**src/rtl/signed_addsub_accum_if.sv**
```systemverilog
// Operand/result bundle for signed_addsub_accum. The master drives operands
// and control; the slave (the arithmetic block) returns registered results.
interface signed_addsub_accum_if #(
    parameter int WIDTH = 8
);
    logic             enable;
    logic             in_valid;
    logic [1:0]       op;
    logic [WIDTH-1:0] inp1;
    logic [WIDTH-1:0] inp2;
    logic             clear_sticky;
    logic             out_valid;
    logic [WIDTH-1:0] sum;
    logic             overflow_flag;
    logic             overflow_sticky;
    logic [WIDTH-1:0] acc_value;

    modport master (
        output enable, in_valid, op, inp1, inp2, clear_sticky,
        input  out_valid, sum, overflow_flag, overflow_sticky, acc_value
    );

    modport slave (
        input  enable, in_valid, op, inp1, inp2, clear_sticky,
        output out_valid, sum, overflow_flag, overflow_sticky, acc_value
    );
endinterface

```
**src/rtl/signed_addsub_accum.sv**
```systemverilog
// Registered two's-complement add/subtract/accumulate unit with optional
// saturation, one result per clock, per-result and sticky overflow flags.
module signed_addsub_accum #(
    parameter int WIDTH    = 8,
    parameter bit SATURATE = 1'b0
) (
    input  logic                 clk,
    input  logic                 reset,
    signed_addsub_accum_if.slave bus
);
    typedef enum logic [1:0] {
        OP_ADD  = 2'b00,
        OP_SUB  = 2'b01,
        OP_ACC  = 2'b10,
        OP_LOAD = 2'b11
    } op_e;

    localparam logic [WIDTH-1:0] MAX_POS = {1'b0, {(WIDTH-1){1'b1}}};
    localparam logic [WIDTH-1:0] MIN_NEG = {1'b1, {(WIDTH-1){1'b0}}};

    logic             accept;
    logic [WIDTH:0]   a_ext;
    logic [WIDTH:0]   b_ext;
    logic [WIDTH:0]   acc_ext;
    logic [WIDTH:0]   raw;
    logic             ovf;
    logic [WIDTH-1:0] result;

    logic             out_valid_q;
    logic [WIDTH-1:0] sum_q;
    logic             ovf_q;
    logic             sticky_q;
    logic [WIDTH-1:0] acc_q;

    // Reset priority is handled in the register block, so accept ignores it here.
    assign accept = bus.enable & bus.in_valid;

    // Sign-extend by one bit so the carry into bit WIDTH exposes overflow,
    // including the A - (most negative) corner.
    assign a_ext   = {bus.inp1[WIDTH-1], bus.inp1};
    assign b_ext   = {bus.inp2[WIDTH-1], bus.inp2};
    assign acc_ext = {acc_q[WIDTH-1], acc_q};

    // Raw wide result, overflow detection and wrap/saturate selection.
    always_comb begin
        // NOTE: every output of this block gets a default first so no path
        // leaves a value unassigned, which would infer a latch.
        raw    = a_ext;
        ovf    = 1'b0;
        result = bus.inp1;
        case (op_e'(bus.op))
            OP_ADD:  raw = a_ext + b_ext;
            OP_SUB:  raw = a_ext - b_ext;
            OP_ACC:  raw = acc_ext + a_ext;
            OP_LOAD: raw = a_ext;
            default: raw = a_ext;
        endcase
        if (op_e'(bus.op) != OP_LOAD) begin
            ovf = raw[WIDTH] ^ raw[WIDTH-1];
        end
        result = raw[WIDTH-1:0];
        if (SATURATE && ovf) begin
            result = raw[WIDTH] ? MIN_NEG : MAX_POS;
        end
    end

    // Result, flag and accumulator registers; reset wins over everything.
    always_ff @(posedge clk) begin
        // NOTE: state is updated with non-blocking assignments so every
        // register samples the pre-edge values regardless of statement order.
        if (reset) begin
            out_valid_q <= 1'b0;
            sum_q       <= '0;
            ovf_q       <= 1'b0;
            sticky_q    <= 1'b0;
            acc_q       <= '0;
        end else begin
            out_valid_q <= accept;
            if (accept) begin
                sum_q <= result;
                ovf_q <= ovf;
                if (op_e'(bus.op) == OP_ACC) begin
                    acc_q <= result;
                end else if (op_e'(bus.op) == OP_LOAD) begin
                    acc_q <= bus.inp1;
                end
            end
            // A new overflow outranks a clear in the same cycle.
            if (accept && ovf) begin
                sticky_q <= 1'b1;
            end else if (bus.clear_sticky) begin
                sticky_q <= 1'b0;
            end
        end
    end

    assign bus.out_valid       = out_valid_q;
    assign bus.sum             = sum_q;
    assign bus.overflow_flag   = ovf_q;
    assign bus.overflow_sticky = sticky_q;
    assign bus.acc_value       = acc_q;
endmodule

```
**src/flat_wrapper.sv**
```systemverilog
// flat-port wrapper written by rule: the top's interface ports become plain ports
module signed_addsub_accum_flat 
#(
    parameter int WIDTH    = 8,
    parameter bit SATURATE = 1'b0
)
  (clk, reset, bus_enable, bus_in_valid, bus_op, bus_inp1, bus_inp2, bus_clear_sticky, bus_out_valid, bus_sum, bus_overflow_flag, bus_overflow_sticky, bus_acc_value);
  signed_addsub_accum_if #(.WIDTH(WIDTH)) bus_i ();
  input  logic clk;
  input  logic reset;
  input wire logic [$bits(bus_i.enable)-1:0] bus_enable;
  input wire logic [$bits(bus_i.in_valid)-1:0] bus_in_valid;
  input wire logic [$bits(bus_i.op)-1:0] bus_op;
  input wire logic [$bits(bus_i.inp1)-1:0] bus_inp1;
  input wire logic [$bits(bus_i.inp2)-1:0] bus_inp2;
  input wire logic [$bits(bus_i.clear_sticky)-1:0] bus_clear_sticky;
  output wire logic [$bits(bus_i.out_valid)-1:0] bus_out_valid;
  output wire logic [$bits(bus_i.sum)-1:0] bus_sum;
  output wire logic [$bits(bus_i.overflow_flag)-1:0] bus_overflow_flag;
  output wire logic [$bits(bus_i.overflow_sticky)-1:0] bus_overflow_sticky;
  output wire logic [$bits(bus_i.acc_value)-1:0] bus_acc_value;
  assign bus_i.enable = bus_enable;
  assign bus_i.in_valid = bus_in_valid;
  assign bus_i.op = bus_op;
  assign bus_i.inp1 = bus_inp1;
  assign bus_i.inp2 = bus_inp2;
  assign bus_i.clear_sticky = bus_clear_sticky;
  assign bus_out_valid = bus_i.out_valid;
  assign bus_sum = bus_i.sum;
  assign bus_overflow_flag = bus_i.overflow_flag;
  assign bus_overflow_sticky = bus_i.overflow_sticky;
  assign bus_acc_value = bus_i.acc_value;
  signed_addsub_accum #(.WIDTH(WIDTH), .SATURATE(SATURATE)) u_core (.clk(clk), .reset(reset), .bus(bus_i));
endmodule
```
**config.mk**
```make
export PLATFORM = sky130hd
export DESIGN_NAME = signed_addsub_accum_flat
export DESIGN_NICKNAME = d
export VERILOG_FILES = /design/src/rtl/signed_addsub_accum_if.sv /design/src/rtl/signed_addsub_accum.sv /design/src/flat_wrapper.sv
export SDC_FILE = /design/constraint.sdc
export NUM_CORES = 1
export LEC_CHECK = 0
export ABC_AREA = 0
export ABC_CLOCK_PERIOD_IN_PS = 4300
export BUFFER_PORTS_ARGS = -buffer_cell sky130_fd_sc_hd__buf_2
export CAP_MARGIN = 20
export CORE_ASPECT_RATIO = 1.1
export CORE_UTILIZATION = 52
export DETAILED_ROUTE_END_ITERATION = 8
export PLACE_DENSITY = 0.8
export SLEW_MARGIN = 5
export SYNTH_ARGS = -nofsm -noshare
export SYNTH_HDL_FRONTEND = slang
export SYNTH_SLANG_ARGS = --single-unit
```
**constraint.sdc**
```tcl
create_clock -name clk -period 4.3 [get_ports clk]
set_input_delay 0.86 -clock clk [delete_from_list [all_inputs] [get_ports clk]]
set_output_delay 0.86 -clock clk [all_outputs]
set_load 0.02 [all_outputs]
```
Yosys cells after proc, flatten, opt, wreduce, memory -nomap -nowiden --
Cells that the tools add are included.
Word-level totals: input port bits 23, word-level logic and storage cells 25, register bits 19, output and inout port bits 19
Cells by class: bitwise operators 2, add/sub/neg operators 3, reductions and logical operators 5, multiplexer cells 6, eq/ne operators 4
Operator list (count):
- $pmux W9 S4 | 1
- $add A8 B8 Y9 | 2
- $mux W8 | 2
- $sub A8 B8 Y9 | 1
- $eq A2 B2 Y1 const B | 2
- $reduce_bool A2 Y1 | 2
- $mux W1 | 3
- $eq A2 B1 Y1 const B | 1
- $logic_not A2 Y1 | 1
- $ne A2 B2 Y1 const B | 1
- $reduce_and A2 Y1 | 1
- $and A1 B1 Y1 | 1
- $logic_and A1 B1 Y1 | 1
- $xor A1 B1 Y1 | 1

Depth between registers and ports, before layout --
word-level depth 6, depth in mapped cells 14, gate-level depth less buffers 13

Worst setup path before layout --
OpenSTA, ideal clock, no wires.
path type input to register, start input port bus_op[0], end register u_core.ovf_q (netlist: u_core.bus.overflow_flag), data required time 4.238 ns, stages on the path 14, path buffers 2, data arrival time 3.495 ns, setup slack 0.742 ns, setup time 0.062 ns, cells stage by stage inv_1 -> ha_1 -> buf_2 -> clkbuf_1 -> nand3b_1 -> nand2_1 -> ha_1 -> fa_1 -> a21o_1 -> a21oi_1 -> o31ai_1 -> or3_1 -> a211o_1 -> nand3_1
On the way: word-level cells in the longest chain between the ends 4, elaborated cells on any way between the ends 8, those cells by class eq/ne (4); mux (2); bitwise (1); reduce/logical (1)
Ends and longest elaborated chain:
- start, declared | RTL line flat_wrapper.sv:13 | input wire logic [$bits(bus_i.op)-1:0] bus_op;
- $eq A2 B2 Y1, or another cell as far along | RTL line signed_addsub_accum.sv:51 | case (op_e'(bus.op))
- $pmux W9 S4 | RTL line signed_addsub_accum.sv:51
- $xor A1 B1 Y1 | RTL line signed_addsub_accum.sv:59 | ovf = raw[WIDTH] ^ raw[WIDTH-1];
- $mux W1 (*) | RTL line signed_addsub_accum.sv:58 | if (op_e'(bus.op) != OP_LOAD) begin
- end signal, assigned | RTL line signed_addsub_accum.sv:81 | ovf_q <= ovf;
- end, declared | RTL line signed_addsub_accum.sv:31 | logic ovf_q;
Every way passes the cells marked *; elsewhere a longest branch is shown, timed or not. A chain may end at the register's enable or synchronous reset.

Final worst setup path --
Same ends and word-level chain as after synthesis.

==> results.sh <==
export IMPL_postCtsHoldBufs=0
export IMPL_fin_crit_sh=0.824
export IMPL_p_sw_frac=0.376
export IMPL_total_power_mw=0.477
export IMPL_cts_tree="done"
export IMPL_vias_per_cell=5.89
export IMPL_power_net_switching_mw=0.179
export IMPL_synth_top_family_by_area="compound AO/OA/AOI/OAI gates"
export IMPL_cts_resized=0
export IMPL_async_reset_ff_frac=0
export IMPL_fin_util=0.637
export IMPL_netlist_area_mm2=0.00151
export IMPL_slew_violations=0
export IMPL_synthSimpleGateAreaFrac=0.229
export IMPL_grt_pass1_vias=1334
export IMPL_worst_slew_pin_slew_ns=0.710
export IMPL_rsz0062_at_grt="false"
export IMPL_grt_max_degree=22
export IMPL_synth_edf_count=0
export IMPL_dr_total_vias=1550
export IMPL_pwr_share_clk=0.189
export IMPL_cp_max_fo=20
export IMPL_yosys_area_share_xor_xnor=0.0290
export IMPL_drtIter0Drc=55
export IMPL_ys_seq_area_frac=0.252
export IMPL_p_int_mw=0.298
export IMPL_multi_input_area_mm2=0.00105
export IMPL_placed_cell_area_mm2=0.00173
export IMPL_postCtsSetupBuffers=0
export IMPL_grt_first_pass_wirelength_um=6090
export IMPL_ir_worst_vdd_v=0.000256
export IMPL_fillers=273
export IMPL_dp_worst_setup_slack_ns=0.474
export IMPL_wl_per_cell_um=13.9
export IMPL_avgSynthCellArea_um2=7.78
export IMPL_pwr_share_comb=0.401
export IMPL_setup_viol=0
export IMPL_drive_gt1_frac=0.209
export IMPL_seqCellArea_um2=380
export IMPL_grt_ovfl_total=0
export IMPL_final_nets=267
export IMPL_skew_ns=0.000696
export IMPL_hold_slack_ns=0.481
export IMPL_synth_top_cell_by_area="dfxtp_1"
export IMPL_root_buffer="clkbuf_4"
export IMPL_slew_headroom=0.527
export IMPL_drcViolationCount=1
export IMPL_coreArea_mm2=0.00275
export IMPL_clock_latency_ns=0.30
export IMPL_antenna_found_initial=0
export IMPL_hold_viol=0
export IMPL_die_x_um=53.4
export IMPL_ys_seq_elements=19
export IMPL_dp_cells=259
export IMPL_cts_buffers=3
export IMPL_insertedDiodeCount=0
export IMPL_area_delta_synth_final_pct=16.1
export IMPL_leakagePower_nw=0.779
export IMPL_max_freq_mhz=282
export IMPL_clk_pin_slew_ns=0.11
export IMPL_final_cells=263
export IMPL_seqPwrFrac=0.409
export IMPL_post_route_cell_area_mm2=0.00175
export IMPL_grt_usage=0.259
export IMPL_status="complete, but fails checks"
export IMPL_gp_congestion=0.876
export IMPL_cp_arrival_ns=3.79
export IMPL_htreeDepth=1
export IMPL_clock_sinks=19
export IMPL_synth_area_leaders="dfxtp_1 25%, ha_1 9.9%, mux2i_1 5.3%"
export IMPL_end_kind="flop"
export IMPL_num_rows=20
export IMPL_critPathKind="input port to flop"
export IMPL_dr_pass1_iters=6
export IMPL_netlist_instances=194
export IMPL_synth_top_area_share=0.252
export IMPL_dp_hpwl_um=2840
export IMPL_synth_fa_ha_area_frac=0.113
export IMPL_fin_ws_ns=0.758
export IMPL_violations="DRC"
export IMPL_routed_wirelength_um=3670
export IMPL_drv_cap=0
export IMPL_place_port_buffers=41
export IMPL_critPathLaunchType="input port"
export IMPL_powerDensity_mw_per_mm2=272
export IMPL_synth_top_flop_cell="dfxtp_1"
export IMPL_cts_buffer_depth=2
export IMPL_synth_fp_nets=230
export IMPL_ios=42
export IMPL_yosys_warnings=0
export IMPL_synthMuxAreaShare=0.0530
export IMPL_hold_class="flop to flop"
export IMPL_synth_cell_type_count=43
export IMPL_synth_compound_area_frac=0.274
export IMPL_die_height_um=58.5
export IMPL_die_area_mm2=0.00312
export IMPL_initial_utilization=0.549
export IMPL_cp_required_ns=4.55
export IMPL_final_antenna_net_count=0
export IMPL_finalCriticalPeriod_ns=3.54
export IMPL_setup_tns_ns=0
## cells in the mapped netlist, types with 3 or more instances
library cell	instances
nor2_1	21
dfxtp_1	19
a21oi_1	15
nand2_1	14
o21ai_0	13
ha_1	12
inv_1	10
clkbuf_1	9
a211oi_1	8
mux2i_1	8
nor3_1	7
or3_1	5
nand3_1	4
o211ai_1	4
a32oi_1	3
nand3b_1	3
o22ai_1	3
xor2_1	3
## kinds of logic after synthesis
family,after synthesis
and+or+nand+nor,66
AOI/OAI and AO/OA,63
buffers and inverters,20
DFF,19
adders and majority gates,13
muxes,8
xor gates and xnor gates,5
## power groups by stage
stage / Combinational [mW] / Clock (mW) / Sequential (mW)
6_report: 0.191 / 0.0903 / 0.195
5_1_grt: 0.213 / 0.104 / 0.197
4_1_cts: 0.189 / 0.0932 / 0.195
3_5_place_dp: 0.187 / 0 / 0.199
3_3_place_gp: 0.185 / 0 / 0.198
2_1_floorplan: 0.121 / 0 / 0.212
## cells in the final DEF (no fill, tap or decap), types with 3 or more instances in the layout
cell type,instances
xor2_1,3
nand3b_1,3
nand3_1,4
mux2i_1,8
inv_1,10
a211oi_1,8
o211ai_1,4
o21ai_0,13
a21oi_1,15
buf_2,41
ha_1,12
nor3_1,7
clkbuf_4,3
o22ai_1,3
a32oi_1,3
nand2_1,14
nor2_1,21
dfxtp_1,19
or3_1,5
## registers in the layout (all words and copies together) (netlist names)
name                        flops
u_core.bus.overflow_flag        1
u_core.bus.out_valid            1
u_core.bus.sum                  8
u_core.bus.acc_value            8
u_core.bus.overflow_sticky      1
## layout make-up
cell class,instances,area share
Tap cell,33,0.0236
Multi-Input combinational cell,155,0.601
Clock inverter,1,0.00286
Timing Repair Buffer,42,0.121
Inverter,10,0.0214
Clock buffer,3,0.0128
Sequential cell,19,0.217
## layer usage
layer | GRT usage | vias to the layer above | part of all wire
met1 | 0.406 | 706 | 0.50
li1 | - | 795 | -
met4 | 0.0752 | 0 | 0.0090
met3 | 0.0181 | 5 | 0.045
met5 | 0 | - | 0
met2 | 0.373 | 44 | 0.44
## critical path, stage by stage
cell     delay, ns
buf_2         0.10
inv_1         0.04
ha_1          0.50
o21ai_0       0.27
nand2_1       0.09
ha_1          0.22
fa_1          0.41
a21o_1        0.18
a21oi_1       0.27
o31ai_1       0.13
or3_1         0.34
a211o_1       0.29
nand3_1       0.08
## worst paths after layout
| check | slack, ns | from | endpoint | cells past startpoint |
|---|---|---|---|---|
| max | 0.76 | bus_op[0] | u_core.bus.overflow_flag | 13 |
| max reg2reg | 1.74 | u_core.bus.acc_value[1] | u_core.bus.overflow_flag | 9 |
| min | 0.48 | u_core.bus.sum[2] | u_core.bus.sum[2] | 2 |
| min reg2reg | 0.48 | u_core.bus.sum[2] | u_core.bus.sum[2] | 2 |
(Power assumes the default switching activity.)
